==> src/rtl/button_conditioner.sv <==
// ---------------------------------------------------------------------------
// button_conditioner
//
// Conditions the raw direction pushbuttons (bit 0 = up, 1 = down, 2 = left,
// 3 = right) before they reach the HPS button PIO. Each key is synchronised
// with two flops, then debounced by its own FSM and counter. Each key gives a
// clean level, a one-cycle event pulse on the accepted press and on every
// auto-repeat, and a one-cycle pulse on the accepted release.
//
// Ports:
//   clk          system clock (50 MHz)
//   reset_n      asynchronous active-low reset
//   key_n        raw pushbuttons, active-low, asynchronous to clk
//   btn_level    debounced state, 1 = pressed (registered)
//   btn_event    one-cycle pulse on accepted press and each repeat (registered)
//   btn_release  one-cycle pulse on accepted release (registered)
//
// Per-button FSM state is held in g_btn[i].state_q so that checkers can bind
// to it hierarchically.
// ---------------------------------------------------------------------------
module button_conditioner #(
    parameter int NUM_BTN             = 4,
    parameter int DEBOUNCE_CYCLES     = 1000000,
    parameter int REPEAT_DELAY_CYCLES = 25000000,
    parameter int REPEAT_RATE_CYCLES  = 5000000,
    parameter bit REPEAT_EN           = 1'b1
) (
    input  logic               clk,
    input  logic               reset_n,
    input  logic [NUM_BTN-1:0] key_n,
    output logic [NUM_BTN-1:0] btn_level,
    output logic [NUM_BTN-1:0] btn_event,
    output logic [NUM_BTN-1:0] btn_release
);

    typedef enum logic [2:0] {
        S_IDLE     = 3'd0,
        S_PRESS_DB = 3'd1,
        S_HELD     = 3'd2,
        S_REPEAT   = 3'd3,
        S_REL_DB   = 3'd4
    } state_t;

    // The counter must hold the largest terminal value. Keep it at least
    // 1 bit wide even when every cycle parameter is 1.
    localparam int MAX_AB  = (DEBOUNCE_CYCLES > REPEAT_DELAY_CYCLES) ?
                             DEBOUNCE_CYCLES : REPEAT_DELAY_CYCLES;
    localparam int MAX_CYC = (MAX_AB > REPEAT_RATE_CYCLES) ? MAX_AB : REPEAT_RATE_CYCLES;
    localparam int CNT_W   = ($clog2(MAX_CYC) < 1) ? 1 : $clog2(MAX_CYC);

    localparam logic [CNT_W-1:0] DB_LAST   = CNT_W'(DEBOUNCE_CYCLES - 1);
    localparam logic [CNT_W-1:0] DLY_LAST  = CNT_W'(REPEAT_DELAY_CYCLES - 1);
    localparam logic [CNT_W-1:0] RATE_LAST = CNT_W'(REPEAT_RATE_CYCLES - 1);
    localparam logic [CNT_W-1:0] CNT_MAX   = '1;

    // Two-flop synchroniser. It resets to 1 so that every key reads as
    // released.
    logic [NUM_BTN-1:0] sync1;
    logic [NUM_BTN-1:0] sync2;

    always_ff @(posedge clk or negedge reset_n) begin
        if (!reset_n) begin
            sync1 <= '1;
            sync2 <= '1;
        end else begin
            sync1 <= key_n;
            sync2 <= sync1;
        end
    end

    for (genvar i = 0; i < NUM_BTN; i++) begin : g_btn
        state_t           state_q, state_d;
        logic [CNT_W-1:0] cnt_q, cnt_d;
        logic             level_q, level_d;
        logic             event_q, event_d;
        logic             release_q, release_d;
        logic             pressed;

        assign pressed = ~sync2[i];

        always_ff @(posedge clk or negedge reset_n) begin
            if (!reset_n) begin
                state_q   <= S_IDLE;
                cnt_q     <= '0;
                level_q   <= 1'b0;
                event_q   <= 1'b0;
                release_q <= 1'b0;
            end else begin
                state_q   <= state_d;
                cnt_q     <= cnt_d;
                level_q   <= level_d;
                event_q   <= event_d;
                release_q <= release_d;
            end
        end

        always_comb begin
            state_d   = state_q;
            cnt_d     = cnt_q;
            level_d   = level_q;
            event_d   = 1'b0;
            release_d = 1'b0;
            case (state_q)
                S_IDLE: begin
                    level_d = 1'b0;
                    if (pressed) begin
                        state_d = S_PRESS_DB;
                        cnt_d   = '0;
                    end
                end
                S_PRESS_DB: begin
                    if (!pressed) begin
                        // A bounce is rejected silently.
                        state_d = S_IDLE;
                        cnt_d   = '0;
                    end else if (cnt_q == DB_LAST) begin
                        state_d = S_HELD;
                        cnt_d   = '0;
                        level_d = 1'b1;
                        event_d = 1'b1;
                    end else begin
                        cnt_d = cnt_q + 1'b1;
                    end
                end
                S_HELD: begin
                    if (!pressed) begin
                        state_d = S_REL_DB;
                        cnt_d   = '0;
                    end else if (REPEAT_EN && (cnt_q == DLY_LAST)) begin
                        state_d = S_REPEAT;
                        cnt_d   = '0;
                        event_d = 1'b1;
                    end else if (cnt_q != CNT_MAX) begin
                        // The counter saturates so that a long hold with
                        // repeat disabled cannot wrap.
                        cnt_d = cnt_q + 1'b1;
                    end
                end
                S_REPEAT: begin
                    if (!pressed) begin
                        state_d = S_REL_DB;
                        cnt_d   = '0;
                    end else if (cnt_q == RATE_LAST) begin
                        cnt_d   = '0;
                        event_d = 1'b1;
                    end else begin
                        cnt_d = cnt_q + 1'b1;
                    end
                end
                S_REL_DB: begin
                    if (pressed) begin
                        // A release bounce returns to HELD with a fresh
                        // repeat delay and no new event.
                        state_d = S_HELD;
                        cnt_d   = '0;
                    end else if (cnt_q == DB_LAST) begin
                        state_d   = S_IDLE;
                        cnt_d     = '0;
                        level_d   = 1'b0;
                        release_d = 1'b1;
                    end else begin
                        cnt_d = cnt_q + 1'b1;
                    end
                end
                default: begin
                    state_d = S_IDLE;
                    cnt_d   = '0;
                    level_d = 1'b0;
                end
            endcase
        end

        assign btn_level[i]   = level_q;
        assign btn_event[i]   = event_q;
        assign btn_release[i] = release_q;
    end

endmodule
==> config.mk <==
export PLATFORM = sky130hd
export DESIGN_NAME = button_conditioner
export DESIGN_NICKNAME = d
export VERILOG_FILES = /design/src/rtl/button_conditioner.sv
export SDC_FILE = /design/constraint.sdc
export NUM_CORES = 1
export LEC_CHECK = 0
export CELL_PAD_IN_SITES_DETAIL_PLACEMENT = 1
export CELL_PAD_IN_SITES_GLOBAL_PLACEMENT = 1
export CORE_ASPECT_RATIO = 0.5
export CORE_MARGIN = 2
export CORE_UTILIZATION = 28
export DETAILED_ROUTE_END_ITERATION = 16
export GPL_TIMING_DRIVEN = 0
export PLACE_DENSITY_LB_ADDON = 0.1
export SYNTH_ARGS = -nofsm -noshare
export SYNTH_HDL_FRONTEND = slang
export SYNTH_SLANG_ARGS = --single-unit
==> constraint.sdc <==
create_clock -name clk -period 5.8 [get_ports clk]
set_input_delay 0.87 -clock clk [delete_from_list [all_inputs] [get_ports clk]]
set_output_delay 0.87 -clock clk [all_outputs]
set_load 0.1 [all_outputs]
## Yosys cells after proc, flatten, opt, wreduce, memory -nomap -nowiden

Cells that the tools add are included.

- $add $sub $neg: 4
- Eq/ne operators: 72
- Muxes and demuxes: 132
- Bitwise gates (word level): 4
- Reduce and logical (&&, ||, !) cells: 20

Operators by type and width:

| cell | count |
|---|---|
| 25-bit 2-to-1 mux | 36 |
| 25-bit one-hot mux with 5 select lines | 4 |
| 25-bit by 1-bit adder with 25-bit output (second input constant) | 4 |
| 25-bit by 20-bit equality test with 1-bit output (second input constant) | 4 |
| 25-bit by 23-bit equality test with 1-bit output (second input constant) | 4 |
| 25-bit equality test (second input constant) | 4 |
| 25-bit inequality test (second input constant) | 4 |
| 3-bit 2-to-1 mux | 32 |
| 3-bit one-hot mux with 5 select lines | 4 |
| 1-bit 2-to-1 mux | 48 |
| 2-bit inequality test (second input constant) | 24 |
| 5-bit AND reduction | 8 |
| 3-bit inequality test (second input constant) | 12 |
| 3-bit by 2-bit equality test with 1-bit output (second input constant) | 8 |
| 1-bit one-hot mux with 3 select lines | 8 |
| 4-bit inequality test (second input constant) | 4 |
| 3-bit by 1-bit equality test with 1-bit output (second input constant) | 4 |
| 3-bit equality test (second input constant) | 4 |
| 3-bit logical NOT | 4 |
| 2-bit AND reduction | 4 |
| 2-bit OR reduction | 4 |
| 1-bit inverter | 4 |

- Flip-flop bits (word level): 132
- Output and inout bits: 12
- Logic and storage cells: 254

## Longest topological paths before layout

- Word-level depth: 5
- Depth in mapped cells: 10
- Mapped depth without buffers: 8

## Worst setup path before layout

No wires, ideal clock.

- Path type: flip-flop to flip-flop
- From: register g_btn[3].cnt_q[7]
- To: register g_btn[3].cnt_q[15]
- Setup time: 0.121 ns
- Data arrival time: 2.663 ns
- Required time: 5.679 ns
- Path slack: 3.016 ns
- Cell stages (with the launch flop): 9
- Buffers on the path: 1
- Cell sequence: dfrtp_1 or4b_1 or4_4 or4b_4 clkinv_2 o32ai_2 buf_6 a21o_1 a22o_1

- Cells in the longest elaborated chain, start to end: 5
- Elaborated cells on any way between the ends: 16
- Those cells by class: 1 x add/sub; 5 x eq/ne; 9 x mux; 1 x reduce/logical

RTL lines:

| element | RTL line | source |
|---|---|---|
| start: declaration | 73 | `logic [CNT_W-1:0] cnt_q, cnt_d;` |
| start signal: assignment | 90 | `cnt_q <= cnt_d;` |
| 25-bit by 1-bit adder with 25-bit output | -- |  |
| 25-bit 2-to-1 mux | 133 | `end else if (cnt_q != CNT_MAX) begin` |
| 25-bit 2-to-1 mux | 129 | `end else if (REPEAT_EN && (cnt_q == DLY_LAST)) begin` |
| 25-bit 2-to-1 mux | 126 | `if (!pressed) begin` |
| 25-bit one-hot mux with 5 select lines | 103 | `case (state_q)` |

Parallel ways exist; a longest one is shown, timed or not. The select of a mux whose other input is x is not followed.
A chain may end at the register's enable or synchronous reset.

## Final worst setup path

- From: register g_btn[0].cnt_q[0]
- To: register g_btn[0].cnt_q[11]

- Cells in the longest elaborated chain, start to end: 5
- Elaborated cells on any way between the ends: 16
- Those cells by class: 1 x add/sub; 5 x eq/ne; 9 x mux; 1 x reduce/logical

RTL lines:

| element | RTL line |
|---|---|
| start: declaration | 73 |
| start signal: assignment | 90 |
| 25-bit by 1-bit adder with 25-bit output | -- |
| 25-bit 2-to-1 mux | 133 |
| 25-bit 2-to-1 mux | 129 |
| 25-bit 2-to-1 mux | 126 |
| 25-bit one-hot mux with 5 select lines | 103 |

Parallel ways exist; a longest one is shown, timed or not. The select of a mux whose other input is x is not followed.

==> flow_summary.ini <==
[critical_path]
rrSetupSlack_ns = 2.05
setup.worst_path.end = g_btn[0].cnt_q[11]
cp_max_fo = 10
r2r_cells = 9
reg2reg_from = g_btn[0].cnt_q[0]
startpoint = g_btn[0].cnt_q[0]
critPathLaunchType = flop
reg2reg_to = g_btn[0].cnt_q[11]
path_class = flop to flop
critical_path_arrival_ns = 4.08
crit_path_end_kind = flop
cp.required_ns = 6.13

[power_and_ir_drop]
clock_power_share = 0.539
internal_power_mw = 1.80
vdd_drop_max_mv = 0.227
seqPwrFrac = 0.398
swShare = 0.238
p_leak_nw = 3.62
combPwrFrac = 0.064
powerDensity_mw_per_mm2 = 263
power.switching_mw = 0.564

[timing]
hold_viol = 0
post-route-period-util = 0.647
worstMarginPinSlew_ns = 0.993
setup_violations = 0
rsz0062_at_grt = false
slew_headroom = 0.332
fmax_ghz = 0.266
finalMaxSlewViolations = 0
min_period_ns = 3.75
fin_skew_ns = 0.0151
fin_ws_ns = 2.05

[logic_synthesis]
synth_seq_cells = 132
synth_warnings = 0
synth_nets = 899
syn_area_sq_mm = 0.00768
synth_edf_count = 0
async_reset_ff_frac = 1.00
postSynthCellCount = 889
synth.distinct_cells = 68
syn-mean-instance-area_sq_um = 8.64
ys.flop_type = dfrtp_1
ys_seq_area_frac = 0.431

[global_routing]
grt_max_degree = 75
grt_pass1_vias = 7215
antenna_found_initial = 0
grt_usage = 0.173
gr-total-overflow = 0
grt_pass1_wl_microns = 39700

[die]
io-pin-count = 18
row_count = 42
start_util = 0.288
die_area_sq_mm = 0.0289
die_x_microns = 238
core_area_sq_mm = 0.0267
fp.dieH_microns = 121

[routing]
drt_iter0_drc = 355
drt_wl_total_microns = 23400
vias_per_cell = 5.48
dr.pass1.iters = 4
wl_per_cell_microns = 18.1
drc_errors = 0
top_layer = met4
final_antenna_net_count = 0
wl_met3_microns = 658
met2RoutedLength_microns = 10500
num_vias = 7076
drt-met1-wl_microns = 12000

[placement]
gp_congestion = 0.799
place.detailed.hpwl_microns = 16100
portBuffers = 17
dp_slack_ns = 2.07

[run]
maxCapViolations = 0

[final_layout]
most-common-layout-cells = dfrtp_1, nor2_1, o21ai_0, nand2_1, nand3_1
post-route-util = 0.337
areaGrowthSynthToFinish_pct = 17.2
diodes = 0
nets = 936
final_common_cell = dfrtp_1
drive_gt1_frac = 0.0799

[clock_tree]
hold_buffers = 0
cts-root-buf = clkbuf_16
cts_tree = done
post_cts_buffers = 0
clkSlewWorstSetupHoldPaths_ns = 0.06
h-tree-depth = 4
cts_resized = 0
clockBufferDepth = 2
cts_sinks = 132
numCtsBuffers = 17
worst_skew_pair.late_latency_ns = 0.45

[status]
status = completed

[hold_path]
hp-class = flop to flop
hold_start = sync1[0]
hold_path_depth = 0
## power groups by stage
stage	sequential, mW	clock (mW)	combinational, mW
2_1_floorplan	0.956	0	0.0855
3_3_place_gp	0.958	0	0.150
3_5_place_dp	0.958	0	0.153
4_1_cts	0.941	1.31	0.154
5_1_grt	0.943	1.35	0.171
6_report	0.941	1.27	0.151
## cell type report
class,count,area (sq um)
Fill cell,3130,17700
Multi-Input combinational cell,687,4040
Sequential cell,132,3310
Clock buffer,19,453
Tap cell,352,440
Buffer,58,290
Clock inverter,13,229
Timing Repair Buffer,18,199
Inverter,12,46.3
## worst min path at each step
stage,to,slack [ns]
global placement,sync2[0],0.35
floorplan,sync2[0],0.35
CTS,sync2[0],0.36
finish,sync2[0],0.35
global route,sync2[0],0.36
detailed placement,sync2[0],0.35
## metal layers
metal  track usage  up-vias
met2         0.273       84
met4        0.0512        0
met3        0.0362       19
met5             0        -
met1         0.240     3581
li1              -     3392
## cells by family after synthesis
logic type / share of synthesized area
and+or+nand+nor: 0.293
AOI/OAI and AO/OA: 0.214
buffers and inverters: 0.0438
DFF: 0.431
muxes: 0.00814
xor gates and xnor gates: 0.00342
adders and majority gates: 0.00651
## state kept, by name (all words and copies together), names as in the netlist
signal           count
g_btn.cnt_q        100
g_btn.state_q       12
g_btn.event_q        4
g_btn.level_q        4
g_btn.release_q      4
sync1                4
sync2                4
## cell usage after synthesis (22+ instances only)
library cell,n,area (sq um)
nand4_1,24,150
nor2_1,91,342
nand3_1,50,250
dfrtp_1,124,3100
o31ai_1,22,165
a21oi_1,25,125
clkbuf_1,38,143
nor2b_1,22,138
nand2_1,85,319
o21ai_0,88,440
nor3_1,38,190
and3_1,29,181
a22o_1,39,342
## critical path: stages (launching register included)
cell and delay [ns]:
dfrtp_1 0.40, ha_1 0.23, nand3_1 0.15, or3_1 0.44, nor3_1 0.58, o21ai_0 0.25, a31oi_1 0.67, nor2_1 0.28
clkbuf_1 0.35, a22o_1 0.28
## per-stage QoR
step | hold WS (ns) | instance area [sq um] | power [mW] | std cells | TNS, ns
final | 0.355 | 9010 | 2.37 | 1291 | 0
after global routing | 0.357 | 9010 | 2.46 | 1291 | 0
after CTS | 0.355 | 9010 | 2.41 | 1291 | 0
after detailed placement | 0.347 | 8320 | 1.11 | 1259 | 0
after global placement | 0.346 | 8300 | 1.11 | 1258 | -274.02
after floorplan | 0.345 | 7680 | 1.04 | 889 | 0
No activity file was read; power rests on OpenSTA's default activity.
==> edit, RTL diff (same settings) <==
Change the parameter `REPEAT_EN` from 1'b1 to 1'b0.
--- a/src/rtl/button_conditioner.sv
+++ b/src/rtl/button_conditioner.sv
@@ -23,7 +23,7 @@
     parameter int DEBOUNCE_CYCLES     = 1000000,
     parameter int REPEAT_DELAY_CYCLES = 25000000,
     parameter int REPEAT_RATE_CYCLES  = 5000000,
-    parameter bit REPEAT_EN           = 1'b1
+    parameter bit REPEAT_EN           = 1'b0
 ) (
     input  logic               clk,
     input  logic               reset_n,
Behaviour: same outputs for any inputs over 4 cycles, from zero or initial values and one cycle with reset_n low; that may be too few to reach the edited logic, so the function may still have changed.
==> edit against the unedited design <==
  * Synthesized area down 3.0%
  * Sequential cell count unchanged
  * Worst hold slack improved by 0.00086 ns
  * Synthesized cell count shrank 5.2%
  * Critical endpoint is now g_btn[0].cnt_q[0]
  * Critical path type unchanged
  * Final area is 3.1% lower
  * Power decreased by 4.9%
  * Worst setup slack gained 0.53 ns
  * Wire length shrank 6.0%
==> edit: results (changes against the unedited design) <==
- Status: finished, final reports clean
- Max clock buf depth: 2 (unchanged)
- Tmin final: 3.227 ns (-0.5266 ns)
- Met2 global-route usage: 25.79% (-1.5 points)
- Largest registers: g_btn.cnt_q (100), g_btn.state_q (12)
- Crit path to: g_btn[0].cnt_q[0]
- 1st-iter DRT viols: 300 (-15%)
- Synth unique cells: 67 (-1.5%)
- CP Data Arrival Time: 3.53 ns (-0.55 ns)
- R2R Setup Slk: 2.57 ns (+0.53 ns)
- Syn Nets: 853 (-5.1%)
- Crit start category: flip-flop
- Hpwl dp: 15,010 microns (-7.0%)
- Final #Nets: 890 (-4.9%)
- First-pass GRT wire length: 37,290 microns (-6.0%)
- Total track usage: 16.62% (-0.72 points)
- Metal-1 WL: 11,460 microns (-4.5%)
- Reg2reg start: g_btn[0].cnt_q[0]
- Pre-CTS WS: 2.537 ns (+0.4634 ns)
- Slowest stage delay, CP: 0.72 ns (+0.05 ns)
- Leak pwr: 3.554 nW (-1.8%)
- DR vias/cell: 5.353 (-2.3%)
- CP max FO: 10 (unchanged)
- Final GP Congestion: 0.7617 (-4.6%)
- Cell Area, Placed: 8090 sq um (-2.8%)
- Post-synth top cells: 124 x dfrtp_1, 101 x nand2_1, 74 x nor2_1
- Largest net degree at the start of global routing: 69 (-8.0%)
- H-Tree Depth: 4 (unchanged)
- Placed instance count: 1,213 (-3.7%)
- Top area cells in the synthesized netlist: dfrtp_1 42%, nand2_1 5.1%, nand3_1 4.0%
- Max Transition Viols Final: 0 (unchanged)
- Antenna diodes: 0 (unchanged)
- Max VDD drop: 0.0001928 V (-15%)
- Clk_lat worst skew: 0.43 ns (-0.02 ns)
- Slowest cell on the critical path: o31ai_2
- Met2 wire length: 9930 microns (-5.3%)
- I/O Buffers: 17 (unchanged)
- Max_cap viols: 0 (unchanged)
- CTS clk-pin slew, worst paths: 0.06 ns (about the same)
- Async S/R FF share, synth: 100.0% (unchanged)
- Detailed Routing Iterations Pass 1: 4 (unchanged)
- Hold WC Path Type: flip-flop to flip-flop
- R2R cell count: 9 (unchanged)
- Slew headroom: 29.87% (-3.3 points)
- Vias in the first global route: 6,895 (-4.4%)
- Share of cells above drive strength 1: 9.295% (+1.3 points)
- Syn avg cell area: 8.839 sq um (+2.2%)
- Sequential fraction of the synthesis area: 44.47% (+1.4 points)
- Met3 wire length: 418 microns (-36%)
- DR vias: 6,665 (-5.8%)
- Met3 Use GR: 3.500% (-0.12 points)
- Final Skew: 0.01285 ns (-0.002296 ns)
- Root buffer cell: clkbuf_16
- Met1 Track Usage GR: 23.19% (-0.79 points)
- Num CTS Buffers: 17 (unchanged)
- Fillers: 3,053 (-2.5%)
- WL/cell: 17.67 microns (-2.5%)
## edit: logic make-up after synthesis
logic type	synth area share, %
adders and majority gates	0.6717
buffers and inverters	4.786
muxes	0.1511
and+or+nand+nor	27.42
DFF	44.47
AOI/OAI and AO/OA	22.50
## edit: power breakdown
part / internal, mW / switching [mW] / leakage, nW
clock: 0.770 / 0.422 / 0.311
sequential: 0.931 / 0.00881 / 1.80
combinational: 0.0348 / 0.0830 / 1.44
total: 1.74 / 0.514 / 3.55
## edit: how the worst min path moves through the flow
stage	startpoint	endpoint	slack (ns)	cells past startpoint
after floorplan	sync1[0]	sync2[0]	0.35	0
after global placement	sync1[2]	sync2[2]	0.35	0
after detailed placement	sync1[3]	sync2[3]	0.35	0
final	sync1[0]	sync2[0]	0.36	0
after global routing	sync1[0]	sync2[0]	0.36	0
after CTS	sync1[2]	sync2[2]	0.36	0
## edit: cell type report
type | instances | area [sq um] | area share (%)
multi-input combinational | 640 | 3781 | 43.34
clock inverter | 11 | 182.7 | 2.094
inverter | 21 | 78.83 | 0.9036
clock buffer | 21 | 450.4 | 5.164
sequential | 132 | 3313 | 37.98
tap | 352 | 440.4 | 5.049
timing repair buffer | 18 | 198.9 | 2.281
buffer | 50 | 277.8 | 3.184
## edit: critical path, delay by kind of cell (launching register included)
kind | cells | cell delay, ns
buffers and inverters | 2 | 0.50
AOI/OAI and AO/OA | 2 | 0.84
adders and majority gates | 1 | 0.23
and+or+nand+nor | 4 | 1.13
DFF | 1 | 0.38
## edit: stage by stage
stage / setup TNS, ns / power [mW] / hold WS, ns
global placement: -272.01 / 1.075 / 0.3464
detailed placement: 0 / 1.078 / 0.3493
global route: 0 / 2.352 / 0.3637
floorplan: 0 / 1.020 / 0.3452
CTS: 0 / 2.297 / 0.3572
finish: 0 / 2.250 / 0.3557
